File: src/rtl/hazard_if.sv
// Hazard unit bundle: ID-stage instruction info and MEM branch result toward the
// hazard unit, stall/flush/bypass/forwarding controls and perf counters back.
interface hazard_if #(
   parameter int REG_NUM_WIDTH = 5,
   parameter int CNT_WIDTH     = 16
);
   logic                     idValid;
   logic [REG_NUM_WIDTH-1:0] idRs;
   logic [REG_NUM_WIDTH-1:0] idRt;
   logic                     idUsesRs;
   logic                     idUsesRt;
   logic [REG_NUM_WIDTH-1:0] idWrNum;
   logic                     idRegWrite;
   logic                     idMemRead;
   logic                     brTaken;
   logic                     stall;
   logic                     flush;
   logic                     idBypassS;
   logic                     idBypassT;
   logic [1:0]               exFwdS;
   logic [1:0]               exFwdT;
   logic [CNT_WIDTH-1:0]     stallCount;
   logic [CNT_WIDTH-1:0]     flushCount;

   modport master (
      output idValid, idRs, idRt, idUsesRs, idUsesRt, idWrNum, idRegWrite, idMemRead, brTaken,
      input  stall, flush, idBypassS, idBypassT, exFwdS, exFwdT, stallCount, flushCount
   );

   modport slave (
      input  idValid, idRs, idRt, idUsesRs, idUsesRt, idWrNum, idRegWrite, idMemRead, brTaken,
      output stall, flush, idBypassS, idBypassT, exFwdS, exFwdT, stallCount, flushCount
   );
endinterface

File: src/rtl/hazard_unit.sv
// Hazard unit for the 5-stage pipeline: in-flight write scoreboard, ID stall, branch flush,
// EX forwarding selects and saturating perf counters. Build option: FORWARDING_EN.
module hazard_unit #(
   parameter int REG_NUM_WIDTH = 5,
   parameter int CNT_WIDTH     = 16
) (
   input  logic     clk,
   input  logic     rst,
   hazard_if.slave  hz
);
   localparam int NREG = 2 ** REG_NUM_WIDTH;
   localparam logic [CNT_WIDTH-1:0] CNT_MAX = '1;

   // age: 0 = idle, 1 = producer in EX, 2 = in MEM, 3 = in WB
   logic [NREG-1:0][1:0] age;
   logic [1:0]           age_s;
   logic [1:0]           age_t;
   logic                 haz_s;
   logic                 haz_t;
   logic                 stall_cond;
   logic                 issue;
   logic [CNT_WIDTH-1:0] stall_cnt;
   logic [CNT_WIDTH-1:0] flush_cnt;

   assign age_s = age[hz.idRs];
   assign age_t = age[hz.idRt];
   assign haz_s = hz.idUsesRs && (hz.idRs != '0) && (age_s != 2'd0);
   assign haz_t = hz.idUsesRt && (hz.idRt != '0) && (age_t != 2'd0);

`ifdef FORWARDING_EN
   logic [NREG-1:0] is_load;
   logic            load_s;
   logic            load_t;
   logic [1:0]      ex_fwd_s;
   logic [1:0]      ex_fwd_t;

   assign load_s = is_load[hz.idRs];
   assign load_t = is_load[hz.idRt];

   // Only a load still in EX cannot be forwarded in time.
   assign stall_cond = (haz_s && (age_s == 2'd1) && load_s) ||
                       (haz_t && (age_t == 2'd1) && load_t);

   function automatic logic [1:0] fwd_sel(input logic [1:0] a, input logic ld);
      logic [1:0] sel;
      sel = 2'd0;
      if (a == 2'd1 && !ld) sel = 2'd1;
      else if (a == 2'd2)   sel = 2'd2;
      return sel;
   endfunction

   always_ff @(posedge clk) begin
      if (rst) begin
         is_load <= '0;
      end else begin
         for (int r = 1; r < NREG; r++) begin
            if (issue && hz.idRegWrite && (hz.idWrNum == REG_NUM_WIDTH'(r)))
               is_load[r] <= hz.idMemRead;
         end
      end
   end

   always_ff @(posedge clk) begin
      if (rst) begin
         ex_fwd_s <= 2'd0;
         ex_fwd_t <= 2'd0;
      end else if (issue) begin
         ex_fwd_s <= fwd_sel(age_s, load_s);
         ex_fwd_t <= fwd_sel(age_t, load_t);
      end else begin
         ex_fwd_s <= 2'd0;
         ex_fwd_t <= 2'd0;
      end
   end

   // WB writes at this edge, so the register file read in ID is stale.
   assign hz.idBypassS = hz.idUsesRs && (hz.idRs != '0) && (age_s == 2'd3) && !rst;
   assign hz.idBypassT = hz.idUsesRt && (hz.idRt != '0) && (age_t == 2'd3) && !rst;
   assign hz.exFwdS    = ex_fwd_s;
   assign hz.exFwdT    = ex_fwd_t;
`else
   assign stall_cond   = haz_s || haz_t;
   assign hz.idBypassS = 1'b0;
   assign hz.idBypassT = 1'b0;
   assign hz.exFwdS    = 2'd0;
   assign hz.exFwdT    = 2'd0;
`endif

   assign hz.flush = hz.brTaken & ~rst;
   assign hz.stall = hz.idValid & ~hz.flush & ~rst & stall_cond;
   assign issue    = hz.idValid & ~hz.stall & ~hz.flush;

   // A new writer overrides aging; on flush the squashed EX producer is dropped.
   always_ff @(posedge clk) begin
      if (rst) begin
         age <= '0;
      end else begin
         for (int r = 1; r < NREG; r++) begin
            if (issue && hz.idRegWrite && (hz.idWrNum == REG_NUM_WIDTH'(r)))
               age[r] <= 2'd1;
            else if (hz.flush && (age[r] == 2'd1))
               age[r] <= 2'd0;
            else if (age[r] != 2'd0)
               age[r] <= age[r] + 2'd1;
         end
      end
   end

   always_ff @(posedge clk) begin
      if (rst) begin
         stall_cnt <= '0;
         flush_cnt <= '0;
      end else begin
         if (hz.stall && (stall_cnt != CNT_MAX))
            stall_cnt <= stall_cnt + CNT_WIDTH'(1);
         if (hz.flush && (flush_cnt != CNT_MAX))
            flush_cnt <= flush_cnt + CNT_WIDTH'(1);
      end
   end

   assign hz.stallCount = stall_cnt;
   assign hz.flushCount = flush_cnt;
endmodule

File: src/flat_wrapper.sv
// flat-port wrapper written by rule: the top's interface ports become plain ports
module hazard_unit_flat 
#(
   parameter int REG_NUM_WIDTH = 5,
   parameter int CNT_WIDTH     = 16
)
  (clk, rst, hz_idValid, hz_idRs, hz_idRt, hz_idUsesRs, hz_idUsesRt, hz_idWrNum, hz_idRegWrite, hz_idMemRead, hz_brTaken, hz_stall, hz_flush, hz_idBypassS, hz_idBypassT, hz_exFwdS, hz_exFwdT, hz_stallCount, hz_flushCount);
  hazard_if #(.REG_NUM_WIDTH(REG_NUM_WIDTH), .CNT_WIDTH(CNT_WIDTH)) hz_i ();
  input  logic clk;
  input  logic rst;
  input wire logic [$bits(hz_i.idValid)-1:0] hz_idValid;
  input wire logic [$bits(hz_i.idRs)-1:0] hz_idRs;
  input wire logic [$bits(hz_i.idRt)-1:0] hz_idRt;
  input wire logic [$bits(hz_i.idUsesRs)-1:0] hz_idUsesRs;
  input wire logic [$bits(hz_i.idUsesRt)-1:0] hz_idUsesRt;
  input wire logic [$bits(hz_i.idWrNum)-1:0] hz_idWrNum;
  input wire logic [$bits(hz_i.idRegWrite)-1:0] hz_idRegWrite;
  input wire logic [$bits(hz_i.idMemRead)-1:0] hz_idMemRead;
  input wire logic [$bits(hz_i.brTaken)-1:0] hz_brTaken;
  output wire logic [$bits(hz_i.stall)-1:0] hz_stall;
  output wire logic [$bits(hz_i.flush)-1:0] hz_flush;
  output wire logic [$bits(hz_i.idBypassS)-1:0] hz_idBypassS;
  output wire logic [$bits(hz_i.idBypassT)-1:0] hz_idBypassT;
  output wire logic [$bits(hz_i.exFwdS)-1:0] hz_exFwdS;
  output wire logic [$bits(hz_i.exFwdT)-1:0] hz_exFwdT;
  output wire logic [$bits(hz_i.stallCount)-1:0] hz_stallCount;
  output wire logic [$bits(hz_i.flushCount)-1:0] hz_flushCount;
  assign hz_i.idValid = hz_idValid;
  assign hz_i.idRs = hz_idRs;
  assign hz_i.idRt = hz_idRt;
  assign hz_i.idUsesRs = hz_idUsesRs;
  assign hz_i.idUsesRt = hz_idUsesRt;
  assign hz_i.idWrNum = hz_idWrNum;
  assign hz_i.idRegWrite = hz_idRegWrite;
  assign hz_i.idMemRead = hz_idMemRead;
  assign hz_i.brTaken = hz_brTaken;
  assign hz_stall = hz_i.stall;
  assign hz_flush = hz_i.flush;
  assign hz_idBypassS = hz_i.idBypassS;
  assign hz_idBypassT = hz_i.idBypassT;
  assign hz_exFwdS = hz_i.exFwdS;
  assign hz_exFwdT = hz_i.exFwdT;
  assign hz_stallCount = hz_i.stallCount;
  assign hz_flushCount = hz_i.flushCount;
  hazard_unit #(.REG_NUM_WIDTH(REG_NUM_WIDTH), .CNT_WIDTH(CNT_WIDTH)) u_core (.clk(clk), .rst(rst), .hz(hz_i));
endmodule
File: config.mk
export PLATFORM = sky130hd
export DESIGN_NAME = hazard_unit_flat
export DESIGN_NICKNAME = d
export VERILOG_FILES = /design/src/rtl/hazard_if.sv /design/src/rtl/hazard_unit.sv /design/src/flat_wrapper.sv
export SDC_FILE = /design/constraint.sdc
export NUM_CORES = 1
export LEC_CHECK = 0
export CAP_MARGIN = 10
export CORE_ASPECT_RATIO = 1.4
export CORE_UTILIZATION = 58
export DETAILED_ROUTE_END_ITERATION = 8
export GPL_TIMING_DRIVEN = 0
export PLACE_DENSITY_LB_ADDON = 0.15
export SYNTH_ARGS = -nofsm -noshare
export SYNTH_HDL_FRONTEND = slang
export SYNTH_SLANG_ARGS = --single-unit
File: constraint.sdc
create_clock -name clk -period 3.8 [get_ports clk]
set_input_delay 0.76 -clock clk [delete_from_list [all_inputs] [get_ports clk]]
set_output_delay 0.76 -clock clk [all_outputs]
set_load 0.03 [all_outputs]
==> summary.md, run 1 <==
| Metric | Value |
|---|---|
| Vias in the first global route | 5822 |
| Top-area cell type share of the netlist area | 30.2% |
| Die area | 11200 um2 |
| Setup crit start kind | input pin |
| Slew headroom | 48.3% |
| Pleak | 2.78 nW |
| Critical path origin | hz_idRs[0] |
| Slew @ Worst Pin | 0.769 ns |
| Cell taking the most area after synthesis | dfxtp_1 |
| RR Startpoint | u_core.age[46]$_SDFFE_PP0P_ |
| Max Freq | 0.269 GHz |
| TritonCTS sink count | 94 |
| Total CTS buffers | 9 |
| Antenna violations before repair | 0 |
| Hpwl dp | 13300 um |
| Pwr/cell area | 511 nW/um2 |
| Comb pwr share | 39.6% |
| Register share of total power | 36.6% |
| Clk_lat worst skew | 0.35 ns |
| Diode count | 0 |
| Global route total overflow | 0 |
| Int Pwr | 2.31 mW |
| Period minus WS final | 3.71 ns |
| Initial Utilization | 59.8% |
| Site Rows | 44 |
| P&R area growth vs syn | 16.1% |
| Switching share of power | 37.5% |
| Share of layout cells above drive strength 1 | 7.91% |
| Synth cell count leaders | dfxtp_1, a21oi_1, inv_1 |
| Setup crit end | hz_stall |
| Hold-fix buffers, CTS | 0 |
| Ratio of final minimum period to clock period | 97.7% |
| Seq/Total Area, Yosys | 30.2% |
| Top_reg_cell synth | dfxtp_1 |
| Synth warnings | 0 |
| Hold slack | 0.508 ns |
| Clk slew on worst S/H paths | 0.06 ns |
| Post-Synthesis Cells | 741 |
| Avg Inst Size Synth | 8.40 um2 |
| Die span in x | 89.6 um |
| R2R setup slack | 0.84 ns |
| Setup Viol. Count Final | 0 |
| Total Power | 3.69 mW |
| DRC viols | 0 |
| Port bufs | 48 |
| Pin count of the biggest net entering global routing | 14 |
| Routed WL per cell | 18.9 um |
| Worst-case clock skew | 0.00866 ns |
| EDFF count, synth | 0 |
| Vias | 6052 |
| Global Route Usage Sum | 33.2% |
| Critical Path End Type | primary output |
| Psw | 1.38 mW |
| CTS H-tree lvls | 3 |
| CTS Root Cell | clkbuf_16 |
| RR Endpoint | u_core.hz.stallCount[5]$_SDFFE_PP0P_ |
| R2R cell count | 11 |
| IO Count | 63 |
| Count leader, synth | dfxtp_1 |
| Max Fanout on Critical Path | 11 |
| DR vias/cell | 6.39 |
| Drt initial violations | 506 |
| Hold Path Class | register to register |
| Synth top area cells | dfxtp_1, ha_1, a21oi_1 |
| CP Data Required Time | 3.04 ns |
| Final Max Slew Viols | 0 |
| Crit Path Class | input pin to primary output |
| Routed WL | 17900 um |
| WP data arrival | 2.95 ns |
| Routability cong. | 0.927 |
| Peak VDD IR | 307 uV |
| Seq cells post-synth | 94 |
| FFs w/ async S/R, synth | 0% |
| First-pass detailed-route iteration total | 5 |
| Max clock buf depth | 2 |
| Netlist cell types | 57 |
| CTS tree | done |
| Hold Violations, Final | 0 |
| Clock power frac | 23.8% |
| Fill cells | 838 |
| Max cap viols | 0 |
| Mapped Area | 6230 um2 |
| Routed Antenna Nets | 0 |
| RSZ-0062 raised after global routing | no |
| Final #Nets | 893 |
| Chip height | 125 um |
| Status | finished, final reports clean |
| Core area | 10400 um2 |
| Global-route wire length before repair | 28500 um |
logic make-up (layout without fill, tap and decap cells):
family,Yosys count,after routing,share of synthesized area [%]
AOI/OAI and AO/OA,216,216,23.2
DFF,94,94,30.2
xor gates and xnor gates,12,12,1.69
and+or+nand+nor,192,192,15.7
buffers and inverters,120,183,7.88
other,1,6,0.0602
muxes,42,42,8.40
adders and majority gates,64,64,12.9
layout by cell type, fill, tap and decap left out, types with 3 or more instances in the layout:
cell type        instances
nand2_1                 25
o21ai_0                 19
nor3_1                  18
mux2_2                   9
buf_2                    7
a21oi_1                 83
inv_1                   74
nor2b_1                  4
clkdlybuf4s50_1         44
clkbuf_1                30
o311ai_0                 3
conb_1                   6
mux2i_1                 26
buf_4                   10
and4_1                   3
dfxtp_1                 94
ha_1                    64
a211o_1                 25
o22ai_1                  4
and2_1                   8
and3_1                  16
nand3_1                 24
nand4_1                 13
clkbuf_16                9
or4_1                    8
xor2_1                   5
o32ai_1                 10
or3_1                    7
mux4_2                   6
o31ai_1                  7
a211oi_1                37
xnor2_1                  7
nor2_1                  56
a31o_2                   7
layout make-up:
| type | count | area, um2 | area share (%) |
|---|---|---|---|
| inverter | 76 | 288 | 3.98 |
| clock buffer | 12 | 236 | 3.27 |
| tap | 138 | 173 | 2.39 |
| multi-input combinational | 532 | 3920 | 54.2 |
| sequential | 94 | 1880 | 26.0 |
| timing repair buffer | 50 | 490 | 6.78 |
| clock inverter | 2 | 35.0 | 0.485 |
| buffer | 43 | 206 | 2.86 |
what timing repair did:
action	in CTS	in global routing
gates resized for setup	13	9
setup endpoints to repair	8	1
setup buffers	2	0
pin swaps	4	4
worst min path at each step:
stage	startpoint	slack, ns	to	cells after the start
CTS	u_core.hz.flushCount[9]$_SDFFE_PP0P_	0.51	u_core.hz.flushCount[9]$_SDFFE_PP0P_	2
global placement	u_core.hz.flushCount[9]$_SDFFE_PP0P_	0.49	u_core.hz.flushCount[9]$_SDFFE_PP0P_	2
global route	u_core.hz.stallCount[9]$_SDFFE_PP0P_	0.56	u_core.hz.stallCount[9]$_SDFFE_PP0P_	2
floorplan	u_core.age[26]$_SDFFE_PP0P_	0.54	u_core.age[26]$_SDFFE_PP0P_	2
finish	u_core.hz.flushCount[9]$_SDFFE_PP0P_	0.51	u_core.hz.flushCount[9]$_SDFFE_PP0P_	2
detailed placement	u_core.hz.flushCount[9]$_SDFFE_PP0P_	0.50	u_core.hz.flushCount[9]$_SDFFE_PP0P_	2
stage by stage:
stage	setup WS [ns]	cell area, um2	utilization [%]	setup TNS [ns]	instances
final	0.0886	7230	69.5	0	947
after detailed placement	-1.26	6900	66.3	-16.94	932
after global placement	-1.28	6900	66.3	-18.89	932
after CTS	0.0136	7210	69.3	0	947
after floorplan	0.393	6250	-	0	746
after global routing	0.00472	7230	69.5	0	947
routing by layer:
layer	vias up	routed length (um)	GRT usage [%]	share of wire (%)
met5	-	0	0	0
met4	0	985	20.6	5.5
met3	67	1060	5.17	5.9
met2	252	8700	55.4	49
met1	2908	7150	38.4	40
li1	2825	-	-	-
sequential cells by signal, indices dropped and copies added (netlist names):
signal / flops
u_core.age: 62
u_core.hz.stallCount: 16
u_core.hz.flushCount: 16
power by group through the flow:
stage / combinational (mW) / sequential (mW) / clock (mW)
CTS: 1.43 / 1.34 / 0.878
detailed placement: 1.40 / 1.37 / 0
floorplan: 1.08 / 1.33 / 0
global route: 1.62 / 1.38 / 0.918
global placement: 1.30 / 1.34 / 0
finish: 1.46 / 1.35 / 0.881
critical path: stages:
cell           delay [ns]
dlygate4sd2_1        0.35
buf_4                0.25
a31oi_1              0.15
a2111oi_1            0.44
a311o_1              0.19
o22ai_2              0.12
o31ai_4              0.36
inv_4                0.12
buf_2                0.20
(Power assumes the default switching activity.)
==> run 2: changes to the inputs <==
CORE_MARGIN = 2   (was default)
==> summary.md, run 2 (same netlist as run 1, synthesis figures left out) <==
| Metric | Value |
|---|---|
| Status | finished, final reports clean |
| Largest reg by FF count | u_core.age |
| Crit path cell chain | clkdlybuf4s15_1 > buf_4 > clkbuf_4 > a41o_1 > nor4_2 > o22ai_2 > o31ai_4 > inv_2 > clkdlybuf4s15_2 |
| Area of the multi-input gates | 3940 um2 |
| WP data arrival | 2.96 ns |
| Pleak | 2.80 nW |
| Pin count of the biggest net entering global routing | 16 |
| DR vias/cell | 6.33 |
| Critical Path End Type | primary output |
| Max clock buf depth | 2 |
| Routed WL | 18000 um |
| Placed Cells incl. Taps | 932 |
| Hold depth | 2 |
| Die span in x | 91.6 um |
| Routed Antenna Nets | 0 |
| Hold-fix buffers, CTS | 0 |
| Placed Instance Area | 6900 um2 |
| CTS Root Cell | clkbuf_16 |
| CTS tree | done |
| Global route total overflow | 0 |
| Initial Utilization | 59.8% |
| Peak VDD IR | 270 uV |
| Port bufs | 48 |
| RSZ-0062 raised after global routing | no |
| Global Route Usage Sum | 30.8% |
| Pre-CTS setup slack | -1.26 ns |
| Fill cells | 846 |
| Diode count | 0 |
| Slew @ Worst Pin | 0.826 ns |
| Period minus WS final | 3.72 ns |
| Setup crit start kind | input pin |
| DRC viols | 0 |
| RR Endpoint | u_core.age[44]$_SDFFE_PP0P_ |
| CTS H-tree lvls | 3 |
| Chip height | 127 um |
| Pwr/cell area | 507 nW/um2 |
| Commonest non-fill, non-tap cell in the layout | dfxtp_1 |
| Drt initial violations | 374 |
| Clock power frac | 23.3% |
| Routability cong. | 0.949 |
| Switching share of power | 38.3% |
| Hpwl dp | 13400 um |
| R2R setup slack | 1.04 ns |
| Psw | 1.41 mW |
| Total Power | 3.69 mW |
| Antenna violations before repair | 0 |
| Site Rows | 44 |
| Worst-case clock skew | 0.0129 ns |
| Crit Path Class | input pin to primary output |
| Setup Viol. Count Final | 0 |
| Die area | 11600 um2 |
| Vias in the first global route | 5931 |
| Routed WL per cell | 19.0 um |
| IO Count | 63 |
| Total CTS buffers | 9 |
| Hold Violations, Final | 0 |
| RR Startpoint | u_core.age[46]$_SDFFE_PP0P_ |
| Clk slew on worst S/H paths | 0.06 ns |
| Setup crit end | hz_stall |
| Critical hold path startpoint | u_core.hz.flushCount[9]$_SDFFE_PP0P_ |
| Biggest cell delay along the critical path | 0.39 ns |
| Global-route wire length before repair | 28600 um |
| Slew headroom | 44.9% |
| TritonCTS sink count | 94 |
| Sequential Area | 1880 um2 |
| Final instance area | 7270 um2 |
| Critical path origin | hz_idRs[0] |
| Most frequent cells in the layout | dfxtp_1, a21oi_1, inv_1 |
| Core area | 10400 um2 |
| Final Util | 69.9% |
| Fin cells | 950 |
| Vias | 6011 |
| Max Fanout on Critical Path | 10 |
| Clk_lat worst skew | 0.35 ns |
| Comb pwr share | 39.9% |
| Final worst setup slack | 0.0764 ns |
| Share of layout cells above drive strength 1 | 9.11% |
| Final #Nets | 894 |
| Final Max Slew Viols | 0 |
| Max reg flops | 62 |
| First-pass detailed-route iteration total | 5 |
| Ratio of final minimum period to clock period | 98.0% |
| CP Data Required Time | 3.04 ns |
| Int Pwr | 2.27 mW |
| Slowest cell on crit path | o31ai_4 |
| Hold Path Class | register to register |
| Register share of total power | 36.8% |
| R2R cell count | 10 |
| Max Freq | 0.269 GHz |
| P&R area growth vs syn | 16.8% |
| Max cap viols | 0 |
## run 2: changes by cell type in the layout (fill, tap and decap cells not counted), sizes merged, moves of 2 or more
cell           before  now
clkinv              1    4
buf                19   17
clkbuf             39   41
clkdlybuf4s15       0    2
dlygate4sd2         2    0
## run 2: worst max-delay path: cells and delay by family
family / cells / cell delay (ns)
simple gates: 1 / 0.31
compound gates: 3 / 0.77
buf+inv: 5 / 1.11
## run 2: stage by stage
| step | hold WS, ns | TNS, ns |
|---|---|---|
| floorplan | 0.542 | 0 |
| global placement | 0.490 | -18.13 |
| detailed placement | 0.503 | -17.90 |
| CTS | 0.517 | 0 |
| global route | 0.542 | 0 |
| finish | 0.513 | 0 |
## run 2: cell type report
| type | instances | area share (%) |
|---|---|---|
| clock buffers | 11 | 3.34 |
| inverters | 76 | 3.92 |
| flip-flops and latches | 94 | 25.9 |
| plain buffers | 43 | 2.87 |
| well taps | 138 | 2.37 |
| repair buffers | 51 | 6.93 |
| clock inverters | 5 | 0.482 |
| multi-input cells | 532 | 54.2 |
## run 2: power groups by stage
stage / registers [mW] / clock network (mW) / logic (mW)
2_1_floorplan: 1.33 / 0 / 1.08
3_3_place_gp: 1.34 / 0 / 1.31
3_5_place_dp: 1.37 / 0 / 1.41
4_1_cts: 1.35 / 0.858 / 1.44
5_1_grt: 1.38 / 0.887 / 1.62
6_report: 1.36 / 0.860 / 1.47
## run 2: how the worst min path moves through the flow
stage	end	slack [ns]
finish	u_core.hz.flushCount[9]$_SDFFE_PP0P_	0.51
global route	u_core.hz.flushCount[9]$_SDFFE_PP0P_	0.54
CTS	u_core.hz.flushCount[9]$_SDFFE_PP0P_	0.52
detailed placement	u_core.hz.flushCount[9]$_SDFFE_PP0P_	0.50
global placement	u_core.hz.flushCount[9]$_SDFFE_PP0P_	0.49
floorplan	u_core.age[26]$_SDFFE_PP0P_	0.54
## run 2: layer usage
metal	track usage, %	up-vias	wire length (um)	part of all wire [%]
met5	0	-	0	0
met1	34.4	2871	7070	39
li1	-	2842	-	-
met3	3.62	58	1120	6.2
met4	16.8	0	735	4.1
met2	56.4	240	9120	51
## run 2: what timing repair did
action	4_1_cts	5_1_grt
gates resized for setup	12	17
setup endpoints to repair	16	1
pin swaps	3	5
buffers inserted	1	2
==> run 3: changes to the inputs <==
CORE_MARGIN = 5   (was 2)
HOLD_SLACK_MARGIN = 0.03   (was default)
TNS_END_PERCENT = 30   (was default)
==> summary.md, run 3 (same netlist as run 1, synthesis figures left out) <==
| Metric | Value |
|---|---|
| Status | finished, final reports clean |
| Period minus WS final | 3.69 ns |
| Biggest cell delay along the critical path | 0.52 ns |
| CTS tree | done |
| Max Freq | 0.271 GHz |
| Peak VDD IR | 269 uV |
| Final #Nets | 895 |
| Setup TNS | 0 ns |
| Chip height | 133 um |
| Hold Violations, Final | 0 |
| Hold Path Class | register to register |
| Slew headroom | 45.6% |
| P&R area growth vs syn | 16.8% |
| Port bufs | 48 |
| Pwr/cell area | 514 nW/um2 |
| Global Route Usage Sum | 28.1% |
| Hold depth | 2 |
| DR vias/cell | 6.32 |
| CP Data Required Time | 3.04 ns |
| Hold slack | 0.509 ns |
| Pin count of the biggest net entering global routing | 15 |
| Vias | 6002 |
| Critical Path End Type | primary output |
| Routed WL | 18200 um |
| Antenna violations before repair | 0 |
| CTS H-tree lvls | 3 |
| Share of layout cells above drive strength 1 | 8.25% |
| Max clock buf depth | 2 |
| CTS Root Cell | clkbuf_16 |
| Slew @ Worst Pin | 0.816 ns |
| Site Rows | 44 |
| RR Startpoint | u_core.age[46]$_SDFFE_PP0P_ |
| Met1 usage in global routing | 31.6% |
| IO Count | 63 |
| RR Endpoint | u_core.hz.stallCount[4]$_SDFFE_PP0P_ |
| Total Power | 3.74 mW |
| Int Pwr | 2.35 mW |
| Core area | 10500 um2 |
| Total CTS buffers | 9 |
| Clk_lat worst skew | 0.35 ns |
| Crit path cell chain | dlygate4sd2_1 > inv_2 > mux4_2 > a311o_1 > o22ai_4 > o31ai_4 > inv_4 > buf_2 |
| Crit Path Class | input pin to primary output |
| Ratio of final minimum period to clock period | 97.1% |
| Most frequent cells in the layout | dfxtp_1, a21oi_1, inv_1 |
| Largest reg by FF count | u_core.age |
| Pre-CTS setup slack | -1.17 ns |
| Register share of total power | 36.2% |
| Setup crit end | hz_stall |
| Drt initial violations | 447 |
| Routability cong. | 0.943 |
| Initial Utilization | 59.5% |
| Die area | 12900 um2 |
| Clk slew on worst S/H paths | 0.06 ns |
| Global route total overflow | 0 |
| Worst-case clock skew | 0.0113 ns |
| Hold-fix buffers, CTS | 0 |
| Final Max Slew Viols | 0 |
| Crit-path leading delay family | buffers and inverters |
| Global-route wire length before repair | 29500 um |
| Die span in x | 97.6 um |
| Critical path origin | hz_idRs[2] |
| Comb pwr share | 39.0% |
| Switching share of power | 37.1% |
| Final Util | 69.5% |
| WP buf/inv | 4 |
| M3 GR Usage | 5.00% |
| Vias in the first global route | 6078 |
| Hpwl dp | 13600 um |
| Diode count | 0 |
| First-pass detailed-route iteration total | 5 |
| RSZ-0062 raised after global routing | no |
| Slowest cell on crit path | mux4_2 |
| R2R setup slack | 0.92 ns |
| Routed WL per cell | 19.1 um |
| Setup crit start kind | input pin |
| Routed Antenna Nets | 0 |
| Stages on worst setup path | 8 |
| Grt peak-use layer | met2 |
| Max Fanout on Critical Path | 11 |
| Commonest non-fill, non-tap cell in the layout | dfxtp_1 |
| Pleak | 2.79 nW |
| Final worst setup slack | 0.111 ns |
| Max cap viols | 0 |
| R2R cell count | 11 |
| Clock power frac | 24.8% |
| Max reg flops | 62 |
| GRT met2 Usage | 48.8% |
| Psw | 1.39 mW |
| WP data arrival | 2.93 ns |
| DRC viols | 0 |
| TritonCTS sink count | 94 |
| Setup Viol. Count Final | 0 |
run 3: cell count changes in the layout (fill, tap and decap cells not counted), sizes merged, moves of 2 or more:
cell           change
clkdlybuf4s15      -2
dlymetal6s2s       -2
clkinv             -2
buf                +4
clkbuf             -2
dlygate4sd2        +2
clkdlybuf4s50      +2
run 3: worst min-delay path: stages, from the launching register on:
cell     delay [ns]
dfxtp_1        0.33
o21ai_0        0.08
a21oi_1        0.06
run 3: power groups by stage:
stage	combinational (mW)	sequential (mW)	clock, mW
after floorplan	1.08	1.33	0
after global placement	1.31	1.34	0
after detailed placement	1.41	1.36	0
after CTS	1.43	1.34	0.930
after global routing	1.62	1.38	0.972
final	1.46	1.35	0.929
run 3: area by class of cell:
cell class,instances,area [um2]
Multi-Input combinational cell,532,3920
Fill cell,874,3190
Sequential cell,94,1880
Timing Repair Buffer,52,503
Inverter,76,288
Clock buffer,12,256
Buffer,43,213
Tap cell,138,173
Clock inverter,3,43.8
run 3: layer usage:
layer / wire, um / part of all wire [%] / up-vias
li1: - / - / 2830
met1: 6880 / 38 / 2833
met2: 9060 / 50 / 273
met3: 1250 / 6.9 / 66
met4: 981 / 5.4 / 0
met5: 0 / 0 / -
run 3: worst min-delay path by stage:
stage	startpoint	end	slack, ns
2_1_floorplan	u_core.age[26]$_SDFFE_PP0P_	u_core.age[26]$_SDFFE_PP0P_	0.54
3_3_place_gp	u_core.hz.flushCount[9]$_SDFFE_PP0P_	u_core.hz.flushCount[9]$_SDFFE_PP0P_	0.49
3_5_place_dp	u_core.hz.flushCount[9]$_SDFFE_PP0P_	u_core.hz.flushCount[9]$_SDFFE_PP0P_	0.50
4_1_cts	u_core.hz.flushCount[9]$_SDFFE_PP0P_	u_core.hz.flushCount[9]$_SDFFE_PP0P_	0.51
5_1_grt	u_core.hz.flushCount[9]$_SDFFE_PP0P_	u_core.hz.flushCount[9]$_SDFFE_PP0P_	0.54
6_report	u_core.hz.flushCount[9]$_SDFFE_PP0P_	u_core.hz.flushCount[9]$_SDFFE_PP0P_	0.51
run 3: per-stage QoR:
step / std cells / cell area [um2]
after floorplan: 746 / 6250
after global routing: 950 / 7270
after detailed placement: 932 / 6900
after global placement: 932 / 6900
final: 950 / 7270
after CTS: 948 / 7250
run 3: repair_timing:
item                                    4_1_cts  5_1_grt
pin swaps                                     5        1
setup buffers                                 2        2
endpoints found under the setup margin        1        1
resized for setup                            17        5
